File: src/rtl/rect_fill_ctrl.sv
// rect_fill_ctrl: sweeps a rectangle (optionally after a full-screen clear) into the VGA adapter pixel port
//   clk, reset (async active-low)
//   start/clear_first/x0/y0/x1/y1/colour_in : request, sampled in IDLE
//   pause                                   : freeze the sweep
//   vga_x/vga_y/vga_colour/vga_plot         : adapter pixel write
//   busy/done/err                           : status to task controller
module rect_fill_ctrl #(
    parameter int H_RES = 160,
    parameter int V_RES = 120,
    parameter int XW    = 8,
    parameter int YW    = 7,
    parameter int CW    = 3
) (
    input  logic          clk,
    input  logic          reset,
    input  logic          start,
    input  logic          clear_first,
    input  logic          pause,
    input  logic [XW-1:0] x0,
    input  logic [YW-1:0] y0,
    input  logic [XW-1:0] x1,
    input  logic [YW-1:0] y1,
    input  logic [CW-1:0] colour_in,
    output logic [XW-1:0] vga_x,
    output logic [YW-1:0] vga_y,
    output logic [CW-1:0] vga_colour,
    output logic          vga_plot,
    output logic          busy,
    output logic          done,
    output logic          err
);
    typedef enum logic [1:0] {IDLE, CLEAR, FILL, DONE} state_t;
    state_t state;
    logic [XW-1:0] rx0, rx1, row_beg, row_end;
    logic [YW-1:0] ry0, ry1, col_end;
    logic [CW-1:0] rcol;
    logic bad, in_clr, at_eol, last;
    // Extra bit on the bound compare so H_RES == 2^XW still works.
    always_comb begin
        bad     = (x0 > x1) || (y0 > y1) || ({1'b0, x1} >= (XW+1)'(H_RES)) || ({1'b0, y1} >= (YW+1)'(V_RES));
        in_clr  = state == CLEAR;
        row_beg = in_clr ? '0 : rx0;
        row_end = in_clr ? XW'(H_RES - 1) : rx1;
        col_end = in_clr ? YW'(V_RES - 1) : ry1;
        at_eol  = vga_x == row_end;
        last    = at_eol && (vga_y == col_end);
    end
    // A cycle with vga_plot high consumes the presented pixel, so the position
    // advances on that edge even if pause is high; the next pixel then waits with
    // plot low until pause is sampled low.
    always_ff @(posedge clk or negedge reset) begin
        if (!reset) begin
            state      <= IDLE;
            rx0        <= '0;
            rx1        <= '0;
            ry0        <= '0;
            ry1        <= '0;
            rcol       <= '0;
            vga_x      <= '0;
            vga_y      <= '0;
            vga_colour <= '0;
            vga_plot   <= 1'b0;
            busy       <= 1'b0;
            done       <= 1'b0;
            err        <= 1'b0;
        end else begin
            case (state)
                IDLE: if (start) begin
                    rx0  <= x0;
                    rx1  <= x1;
                    ry0  <= y0;
                    ry1  <= y1;
                    rcol <= colour_in;
                    err  <= bad;
                    done <= bad;
                    if (bad) state <= DONE;
                    else begin
                        state      <= clear_first ? CLEAR : FILL;
                        vga_x      <= clear_first ? '0 : x0;
                        vga_y      <= clear_first ? '0 : y0;
                        vga_colour <= clear_first ? '0 : colour_in;
                        vga_plot   <= 1'b1;
                        busy       <= 1'b1;
                    end
                end
                CLEAR, FILL: begin
                    if (!vga_plot) vga_plot <= !pause;
                    else if (last && in_clr) begin
                        state      <= FILL;
                        vga_x      <= rx0;
                        vga_y      <= ry0;
                        vga_colour <= rcol;
                        vga_plot   <= !pause;
                    end else if (last) begin
                        state    <= DONE;
                        vga_plot <= 1'b0;
                        busy     <= 1'b0;
                        done     <= 1'b1;
                    end else begin
                        vga_x    <= at_eol ? row_beg : vga_x + XW'(1);
                        vga_y    <= at_eol ? vga_y + YW'(1) : vga_y;
                        vga_plot <= !pause;
                    end
                end
                DONE: if (!start) begin
                    state <= IDLE;
                    done  <= 1'b0;
                end
                default: state <= IDLE;
            endcase
        end
    end
endmodule

File: config.mk
export PLATFORM = sky130hd
export DESIGN_NAME = rect_fill_ctrl
export DESIGN_NICKNAME = d
export VERILOG_FILES = /design/src/rtl/rect_fill_ctrl.sv
export SDC_FILE = /design/constraint.sdc
export NUM_CORES = 1
export LEC_CHECK = 0
export CAP_MARGIN = 10
export CORE_UTILIZATION = 49
export CTS_CLUSTER_DIAMETER = 40
export DETAILED_ROUTE_END_ITERATION = 12
export PLACE_DENSITY = 0.74
export SLEW_MARGIN = 20
export SYNTH_ARGS = -nofsm -noshare
export SYNTH_HDL_FRONTEND = slang
export SYNTH_SLANG_ARGS = --single-unit
File: constraint.sdc
create_clock -name clk -period 2.6 [get_ports clk]
set_input_delay 0.52 -clock clk [delete_from_list [all_inputs] [get_ports clk]]
set_output_delay 0.52 -clock clk [all_outputs]
set_load 0.02 [all_outputs]
Word level (Yosys, flattened, before mapping). Cells that the tools add are included.

Flip-flop bits (word level): 57. Input bits: 38. Output and inout port bits: 22. Word-level logic and storage cells: 100.

Add/subtract/negate cells: 2. Magnitude comparators: 4. Equal/unequal tests: 15. Mux-type cells: 49. Reduce and logical (&&, ||, !) cells: 17.

Operators with widths (number): 8-bit 2-to-1 mux (9); 7-bit 2-to-1 mux (8); 8-bit case mux with 2 select lines (1); 3-bit 2-to-1 mux (5); 5-bit AND reduction (3); 2-bit 2-to-1 mux (7); 2-bit inequality test (second input constant) (7); 7-bit case mux with 2 select lines (1); 1-bit 2-to-1 mux (13); 6-bit AND reduction (2); 3-bit inequality test (second input constant) (3); 8-bit by 1-bit adder with 8-bit output (second input constant) (1); 8-bit equality test (1); 8-bit greater-or-equal comparator (second input constant) (1); 8-bit greater-than comparator (1); 7-bit by 1-bit adder with 7-bit output (second input constant) (1); 7-bit equality test (1); 7-bit greater-or-equal comparator (second input constant) (1); 7-bit greater-than comparator (1); 2-bit case mux with 3 select lines (1); 3-bit case mux with 2 select lines (1); 2-bit equality test (second input constant) (2); 1-bit case mux with 2 select lines (2); 4-bit AND reduction (1); other kinds (10) (13).

Longest topological paths before layout.
Depth in word-level cells: 8. Depth in mapped cells: 12. Depth with buffers taken out: 9.

Least setup slack after synthesis. Ideal clock, no wire load.

Path type: reg-to-reg. From: reg state[0]. To: reg vga_colour[0]. Library setup time: 0.125 ns. Arrival: 2.558 ns. Required time: 2.475 ns. Slack: -0.083 ns. Stages on the path, launching flop included: 9. Path buffers: 1. Period minus slack after synthesis: 2.683 ns. Path through: dfrtp_1 > ha_1 > or4_1 > a32o_1 > a221o_1 > buf_6 > nor3_4 > o211ai_4 > mux2_4.

Cells in the longest elaborated chain, start to end: 7. Elaborated cells between the ends (all ways): 17. Classes of those cells: eq/ne (8); mux (3); reduce/logical (6).

RTL lines: from (decl) (line 33) `state_t state;`; from (signal assigned) (line 78) `state <= clear_first ? CLEAR : FILL;`; 2-bit by 1-bit equality test with 1-bit output (line 41, 67); 8-bit 2-to-1 mux / 7-bit 2-to-1 mux (equally long branches) (line 43, 44); 8-bit equality test / 7-bit equality test (equally long branches) (line 45, 46); 1-bit logical AND (line 46) `last = at_eol && (vga_y == col_end);`; 1-bit logical AND (line 88) `else if (last && in_clr) begin`; 2-bit inequality test (no source line); 5-bit AND reduction (no source line); to (signal assigned) (line 81) `vga_colour <= clear_first ? '0 : colour_in;`; to (signal assigned) (line 92) `vga_colour <= rcol;`; to (decl) (line 26) `output logic [CW-1:0] vga_colour,`.

Several ways; a longest one is shown, not always the timed one. A chain may end at the register's enable or synchronous reset.

Worst setup path after layout.
From: reg state[1]. To: reg vga_x[5].

Cells in the longest elaborated chain, start to end: 8. Elaborated cells between the ends (all ways): 22. Classes of those cells: eq/ne (8); mux (8); reduce/logical (6).

RTL lines: 2-bit by 1-bit equality test with 1-bit output (line 41, 67); 8-bit 2-to-1 mux / 7-bit 2-to-1 mux (equally long branches) (line 43, 44); 8-bit equality test / 7-bit equality test (equally long branches) (line 45, 46); 8-bit 2-to-1 mux / 1-bit logical AND (equally long branches) (line 100, 46); 8-bit 2-to-1 mux / 1-bit logical AND (equally long branches) (line 94, 88); 8-bit 2-to-1 mux (line 88); 8-bit 2-to-1 mux (line 87) `if (!vga_plot) vga_plot <= !pause;`; 8-bit case mux with 2 select lines (line 67) `case (state)`; to (signal assigned) (line 79) `vga_x <= clear_first ? '0 : x0;`; to (signal assigned) (line 90) `vga_x <= rx0;`; to (signal assigned) (line 100) `vga_x <= at_eol ? row_beg : vga_x + XW'(1);`; to (decl) (line 24) `output logic [XW-1:0] vga_x,`.

Several ways; a longest one is shown, not always the timed one. The select of a mux whose other input is x is not followed.

==> parameters.txt <==
Parameter                              Value

Floorplan
  Initial core utilization    0.518
  Top-level port count    60
  Area of the core    7410 sq um
  Std-Cell Rows    31
  Overall die area    8200 sq um
  Die Wd    90.5 um
  Floorplan die height    90.5 um

Route
  Via Count    3,710
  Antenna Violating Nets Remaining    0
  Detailed Route Iter0 Violations    268
  Number of DRC violations after detailed routing    0
  Number of iterations in the first detailed-routing pass    5
  Wire per inst    17.9 um
  Average via count per standard cell    5.87
  Total length of routed wires    11,300 um

Timing
  Number of max-slew violations in the final report    0
  Fmax    358 MHz
  Final number of setup-violating endpoints    21
  Final Hold Viols    0
  Worst slew pin tran    0.744 ns
  Final period utilization    1.07
  PnR worst setup slack    -0.195 ns
  RSZ-0062 raised after global routing    true
  Crit path time final    2.79 ns
  Worst max-slew margin expressed relative to the limit    0.504
  Maximum clock skew at final layout    0.0121 ns

Critical path
  Critical Setup Path Class    register to register
  Destination of the worst register-to-register timing path    vga_x[5]$_DFFE_PN0P_
  CP Capture Type    register
  Endpoint arrival time on the critical path    3.03 ns
  CP Data Required Time    2.83 ns
  Beginning of the critical path    state[1]$_DFFE_PN0P_
  Critical register-to-register path startpoint    state[1]$_DFFE_PN0P_
  R2R cell count    10
  Internal reg-to-reg setup slack    -0.19 ns
  Highest fanout seen on the critical path    6
  Startpoint kind of the worst setup timing path    register
  Critical Path Sink    vga_x[5]$_DFFE_PN0P_

Worst hold path
  Hold/Removal Path Class    input port to async pin

Pwr
  Power per unit of standard cell area    1200 nW/um^2
  Leakage    2.54 nW
  Maximum resistive drop on vdd    0.463 mV

GRT
  Largest net degree at the start of global routing    58
  Total global routing track utilization    0.284
  Grt ovf    0
  Number of global-route vias before repair    3,678
  Number of antenna violations at the first check in global routing    0
  First-pass GRT wire length    18,100 um

Clock tree
  TritonCTS Buffers    9
  CTS sink cnt    57
  Clock root buffer    sky130_fd_sc_hd__clkbuf_8
  Clock input transition at the sequential cells of the worst setup and hold paths    0.07 ns
  Depth of the CTS H-tree    3
  Clock Tree Buf Depth    2
  Clock tree from TritonCTS    yes
  Later-pin clock latency in the skew report    0.35 ns

Logic synthesis
  Synth Flop Type    sky130_fd_sc_hd__dfrtp_1
  Ys Warns    0
  Number of flip-flops and latches in the synthesized netlist    57
  Cell count after synthesis    397
  Simple-gate portion of the synthesized area    0.162
  Mux share of post-synthesis cell area    0.117
  Area share of xor/xnor cells in the synthesized design    0.0365
  Yosys cell types    54
  Complex-gate fraction of the synthesized area    0.197
  Nets in the synthesized netlist    456
  Synth async-reset ratio    1.00
  Main combinational cell family by area after synthesis    compound AO/OA/AOI/OAI gates
  Proportion of netlist area held by the largest area contributor    0.371
  Adder-cell area share of the yosys netlist    0.0684
  Synthesized area per cell    9.68 sq um
  Sequential share of the synthesized area    0.371
  Number of flops mapped to enable cells by yosys    0
  Synth area leaders    sky130_fd_sc_hd__dfrtp_1 37%, sky130_fd_sc_hd__mux2_2 7.6%, sky130_fd_sc_hd__ha_1 6.8%
  Mapped cell area    3840 sq um
  Cell taking the most area after synthesis    sky130_fd_sc_hd__dfrtp_1

Run status
  Run status    finished with violations
  Violated checks    negative setup slack

Layout
  Antenna diodes    0
  Number of cells in the finished layout apart from fillers    632
  Net count reported at finish    587
  Layout overhead on the synthesized area    45.1%
  Layout cells sized above 1    0.323
  Final Core Density    0.752

Placed design
  Dpl hpwl    7660 um
  Port Buffers    59
  Number of placed cells counting well taps    607
  Placer congestion estimate    0.888

Run
  Max-cap violations    0
synth_stat cells (all sizes together), types with 4 or more instances:
cell type   n
dfrtp      57
nand2      45
mux2       29
o21ai      27
inv        23
ha         21
nor2       17
a221o      13
a21oi      12
clkbuf     12
nand3      12
mux2i      11
xor2       10
a21o        8
buf         8
nor3        6
or4         6
xnor2       6
and3        5
nand4       5
o22ai       5
a31oi       4
nand3b      4
nor2b       4
o211ai      4
o21a        4
worst min path at each step:
stage | start | to | slack (ns)
floorplan | reset | busy$_DFFE_PN0P_ | 0.22
global placement | ry0[0]$_DFFE_PN0P_ | ry0[0]$_DFFE_PN0P_ | 0.47
detailed placement | rcol[2]$_DFFE_PN0P_ | rcol[2]$_DFFE_PN0P_ | 0.50
CTS | reset | err$_DFFE_PN0P_ | 0.35
global route | reset | err$_DFFE_PN0P_ | 0.40
finish | reset | state[0]$_DFFE_PN0P_ | 0.31
sequential cells by signal, summed over array words and instances, names as in the netlist:
register and count:
busy 1, ry0 7, rcol 3, vga_plot 1, err 1, vga_y 7
rx0 8, vga_x 8, done 1, rx1 8, ry1 7, vga_colour 3
state 2
power by group:
part	leakage, nW	switching [W]	internal, W
logic	1.76	0.00212	0.00210
clock network	0.0932	0.000369	0.000394
registers	0.682	0.000395	0.00131
total	2.54	0.00288	0.00381
worst max-delay path, cell delays in order, from the launching register on:
cell	delay (ns)
sky130_fd_sc_hd__dfrtp_1	0.38
sky130_fd_sc_hd__inv_2	0.06
sky130_fd_sc_hd__ha_4	0.19
sky130_fd_sc_hd__or4_4	0.47
sky130_fd_sc_hd__a32o_2	0.27
sky130_fd_sc_hd__a221o_2	0.37
sky130_fd_sc_hd__buf_4	0.17
sky130_fd_sc_hd__buf_4	0.13
sky130_fd_sc_hd__mux2i_1	0.12
sky130_fd_sc_hd__a221o_1	0.26
sky130_fd_sc_hd__mux2_2	0.26
per-layer routing:
metal	GRT usage	vias to the layer above	part of all wire
li1	-	1735	-
met1	0.376	1797	0.43
met2	0.460	150	0.49
met3	0.0513	28	0.057
met4	0.110	0	0.026
met5	0	-	0
layout make-up:
class / count / area [sq um]
multi-input cells: 297 / 2500
fillers: 508 / 1830
flip-flops and latches: 57 / 1430
repair buffers: 140 / 1270
clock buffers: 13 / 159
well taps: 99 / 124
inverters: 23 / 86.3
clock inverters: 3 / 15.0
cell families after synthesis:
family,count (synthesis)
and+or+nand+nor,117
AOI/OAI and AO/OA,103
DFF,57
buffers and inverters,43
muxes,40
adders and majority gates,21
xor gates and xnor gates,16
cell usage in the layout, fill, tap and decap left out, types with 4 or more instances in the layout:
cell and instances:
sky130_fd_sc_hd__nand3_1 11, sky130_fd_sc_hd__o22ai_1 4, sky130_fd_sc_hd__a21oi_2 5, sky130_fd_sc_hd__ha_4 9
sky130_fd_sc_hd__dlymetal6s2s_1 5, sky130_fd_sc_hd__a31oi_1 4, sky130_fd_sc_hd__nand2_1 45, sky130_fd_sc_hd__inv_2 4
sky130_fd_sc_hd__xnor2_1 6, sky130_fd_sc_hd__nand3b_1 4, sky130_fd_sc_hd__mux2i_1 11, sky130_fd_sc_hd__a21oi_1 7
sky130_fd_sc_hd__o21a_1 4, sky130_fd_sc_hd__a221o_1 12, sky130_fd_sc_hd__nor2_1 15, sky130_fd_sc_hd__o21ai_0 21
sky130_fd_sc_hd__dfrtp_1 57, sky130_fd_sc_hd__a21o_1 8, sky130_fd_sc_hd__o21ai_1 4, sky130_fd_sc_hd__clkdlybuf4s50_1 53
sky130_fd_sc_hd__nor2b_1 4, sky130_fd_sc_hd__clkbuf_8 11, sky130_fd_sc_hd__nand4_1 5, sky130_fd_sc_hd__inv_1 19
sky130_fd_sc_hd__buf_6 13, sky130_fd_sc_hd__buf_4 67, sky130_fd_sc_hd__and3_1 4, sky130_fd_sc_hd__mux2_2 26
sky130_fd_sc_hd__ha_1 11, sky130_fd_sc_hd__xor2_1 10
what timing repair did:
item / in CTS / in global routing
hold buffers: 0 / 0
pin swaps: 16 / 16
setup endpoints to repair: 22 / 23
gates resized for setup: 25 / 43
setup buffers: 8 / 3
per-stage QoR:
stage	setup TNS, ns	area, sq um	hold WS, ns	total power [W]	setup WS (ns)
2_1_floorplan	-0.0423	3840	0.224	0.00414	-0.00529
3_3_place_gp	-8.72	5010	0.474	0.00538	-0.519
3_5_place_dp	-9.94	5010	0.496	0.00551	-0.588
4_1_cts	-2.44	5330	0.348	0.00647	-0.201
5_1_grt	-4.04	5570	0.395	0.00713	-0.247
6_report	-2.42	5570	0.311	0.00669	-0.195
Power figures use the tool's default switching activity.
==> patch, RTL diff (same flow settings) <==
Register the output `vga_x` once more; this adds one clock of latency there. The other outputs are not delayed to match.
--- a/src/rtl/rect_fill_ctrl.sv
+++ b/src/rtl/rect_fill_ctrl.sv
@@ -30,6 +30,8 @@
     output logic          err
 );
     typedef enum logic [1:0] {IDLE, CLEAR, FILL, DONE} state_t;
+
+    logic [XW-1:0] vga_x_s0;
     state_t state;
     logic [XW-1:0] rx0, rx1, row_beg, row_end;
     logic [YW-1:0] ry0, ry1, col_end;
@@ -42,7 +44,7 @@
         row_beg = in_clr ? '0 : rx0;
         row_end = in_clr ? XW'(H_RES - 1) : rx1;
         col_end = in_clr ? YW'(V_RES - 1) : ry1;
-        at_eol  = vga_x == row_end;
+        at_eol  = vga_x_s0 == row_end;
         last    = at_eol && (vga_y == col_end);
     end
     // A cycle with vga_plot high consumes the presented pixel, so the position
@@ -56,7 +58,7 @@
             ry0        <= '0;
             ry1        <= '0;
             rcol       <= '0;
-            vga_x      <= '0;
+            vga_x_s0   <= '0;
             vga_y      <= '0;
             vga_colour <= '0;
             vga_plot   <= 1'b0;
@@ -76,7 +78,7 @@
                     if (bad) state <= DONE;
                     else begin
                         state      <= clear_first ? CLEAR : FILL;
-                        vga_x      <= clear_first ? '0 : x0;
+                        vga_x_s0   <= clear_first ? '0 : x0;
                         vga_y      <= clear_first ? '0 : y0;
                         vga_colour <= clear_first ? '0 : colour_in;
                         vga_plot   <= 1'b1;
@@ -87,7 +89,7 @@
                     if (!vga_plot) vga_plot <= !pause;
                     else if (last && in_clr) begin
                         state      <= FILL;
-                        vga_x      <= rx0;
+                        vga_x_s0   <= rx0;
                         vga_y      <= ry0;
                         vga_colour <= rcol;
                         vga_plot   <= !pause;
@@ -97,7 +99,7 @@
                         busy     <= 1'b0;
                         done     <= 1'b1;
                     end else begin
-                        vga_x    <= at_eol ? row_beg : vga_x + XW'(1);
+                        vga_x_s0 <= at_eol ? row_beg : vga_x_s0 + XW'(1);
                         vga_y    <= at_eol ? vga_y + YW'(1) : vga_y;
                         vga_plot <= !pause;
                     end
@@ -110,5 +112,9 @@
             endcase
         end
     end
+    always_ff @(posedge clk) begin
+        vga_x <= vga_x_s0;
+    end
+
 endmodule
 
Formal check against the unedited RTL: not equivalent (Yosys sat finds a counterexample within 4 cycles, from zero or initial values and one cycle with reset low).
==> patch against the original RTL <==
Global-route usage rose by 2.0 points; area after synthesis rose by 2.3%; largest cell class unchanged; synthesized cell count rose by 3.0%; first-iteration DRC count rose by 21%; die area rose by 2.2%; wire length rose by 14%; total power rose by 18%; sequential cell count rose by 8; the run still ends with setup timing left; setup slack improved by 0.091 ns; critical endpoint is now vga_y[4]$_DFFE_PN0P_; cell count rose by 2.1%; hold slack got worse by 0.10 ns; cell area rose by 5.3%; core utilization rose by 0.70 points.
==> patch: results <==
INSERT INTO impl_metrics (metric_group, metric, value, unit) VALUES
('run_status', 'outcome', 'finished with violations', ''),
('run_status', 'failed_checks', 'setup timing', ''),
('worst_setup_path', 'startpoint', 'x1[6]', ''),
('worst_setup_path', 'timing.critical_path.to', 'vga_y[4]$_DFFE_PN0P_', ''),
('placement', 'gp_routability_congestion', '0.981', ''),
('timing', 'hold_slack', '0.211', 'ns'),
('power', 'power_switching_share', '43.5', '%'),
('synth', 'synth.mux.area_fraction', '9.55', '%'),
('synth', 'yosys-top-cells-area', 'sky130_fd_sc_hd__dfrtp_1 36%, sky130_fd_sc_hd__ha_1 6.7%, sky130_fd_sc_hd__mux2_2 5.2%', ''),
('timing', 'fin_ws', '-0.104', 'ns'),
('synth', 'synth_compound_gate_area_share', '20.0', '%'),
('synth', 'yosys.area_share.xor_xnor', '3.34', '%'),
('synth', 'synth_fp_nets', '468', ''),
('placement', 'placedCellCount', '610', ''),
('timing', 'setup_violations', '13', ''),
('global_route', 'grt_max_degree', '33', ''),
('worst_setup_path', 'timing.critical_path.arrival', '2.94', 'ns'),
('synth', 'syn_inst', '409', ''),
('timing', 'slew_headroom', '50.2', '%'),
('placement', 'dp.final_hpwl', '8070', 'microns');
## patch: repair_timing
item,in CTS,in global routing
buffers inserted,15,6
setup endpoints to repair,20,22
resized for setup,82,41
pin swaps,32,22
cloned,0,0
hold buffers,0,0
## patch: power by group through the flow
stage	registers [mW]	clock network, mW	logic, mW
6_report	1.95	0.970	5.00
5_1_grt	2.01	1.02	5.30
4_1_cts	1.90	0.979	4.41
3_5_place_dp	1.91	0	3.91
3_3_place_gp	1.88	0	3.80
2_1_floorplan	2.01	0	2.34
## patch: routing by layer
layer | global-route usage, % | part of all wire [%]
met5 | 0 | 0
met1 | 40.2 | 41
met3 | 5.53 | 8.1
met4 | 13.6 | 3.2
met2 | 48.4 | 48
## patch: cell type report
cell class	count	area, sq um	area share (%)
Clock buffer	10	149	2.54
Clock inverter	6	71.3	1.22
Inverter	27	106	1.81
Multi-Input combinational cell	296	2560	43.6
Sequential cell	65	1590	27.0
Tap cell	102	128	2.17
Timing Repair Buffer	139	1270	21.6
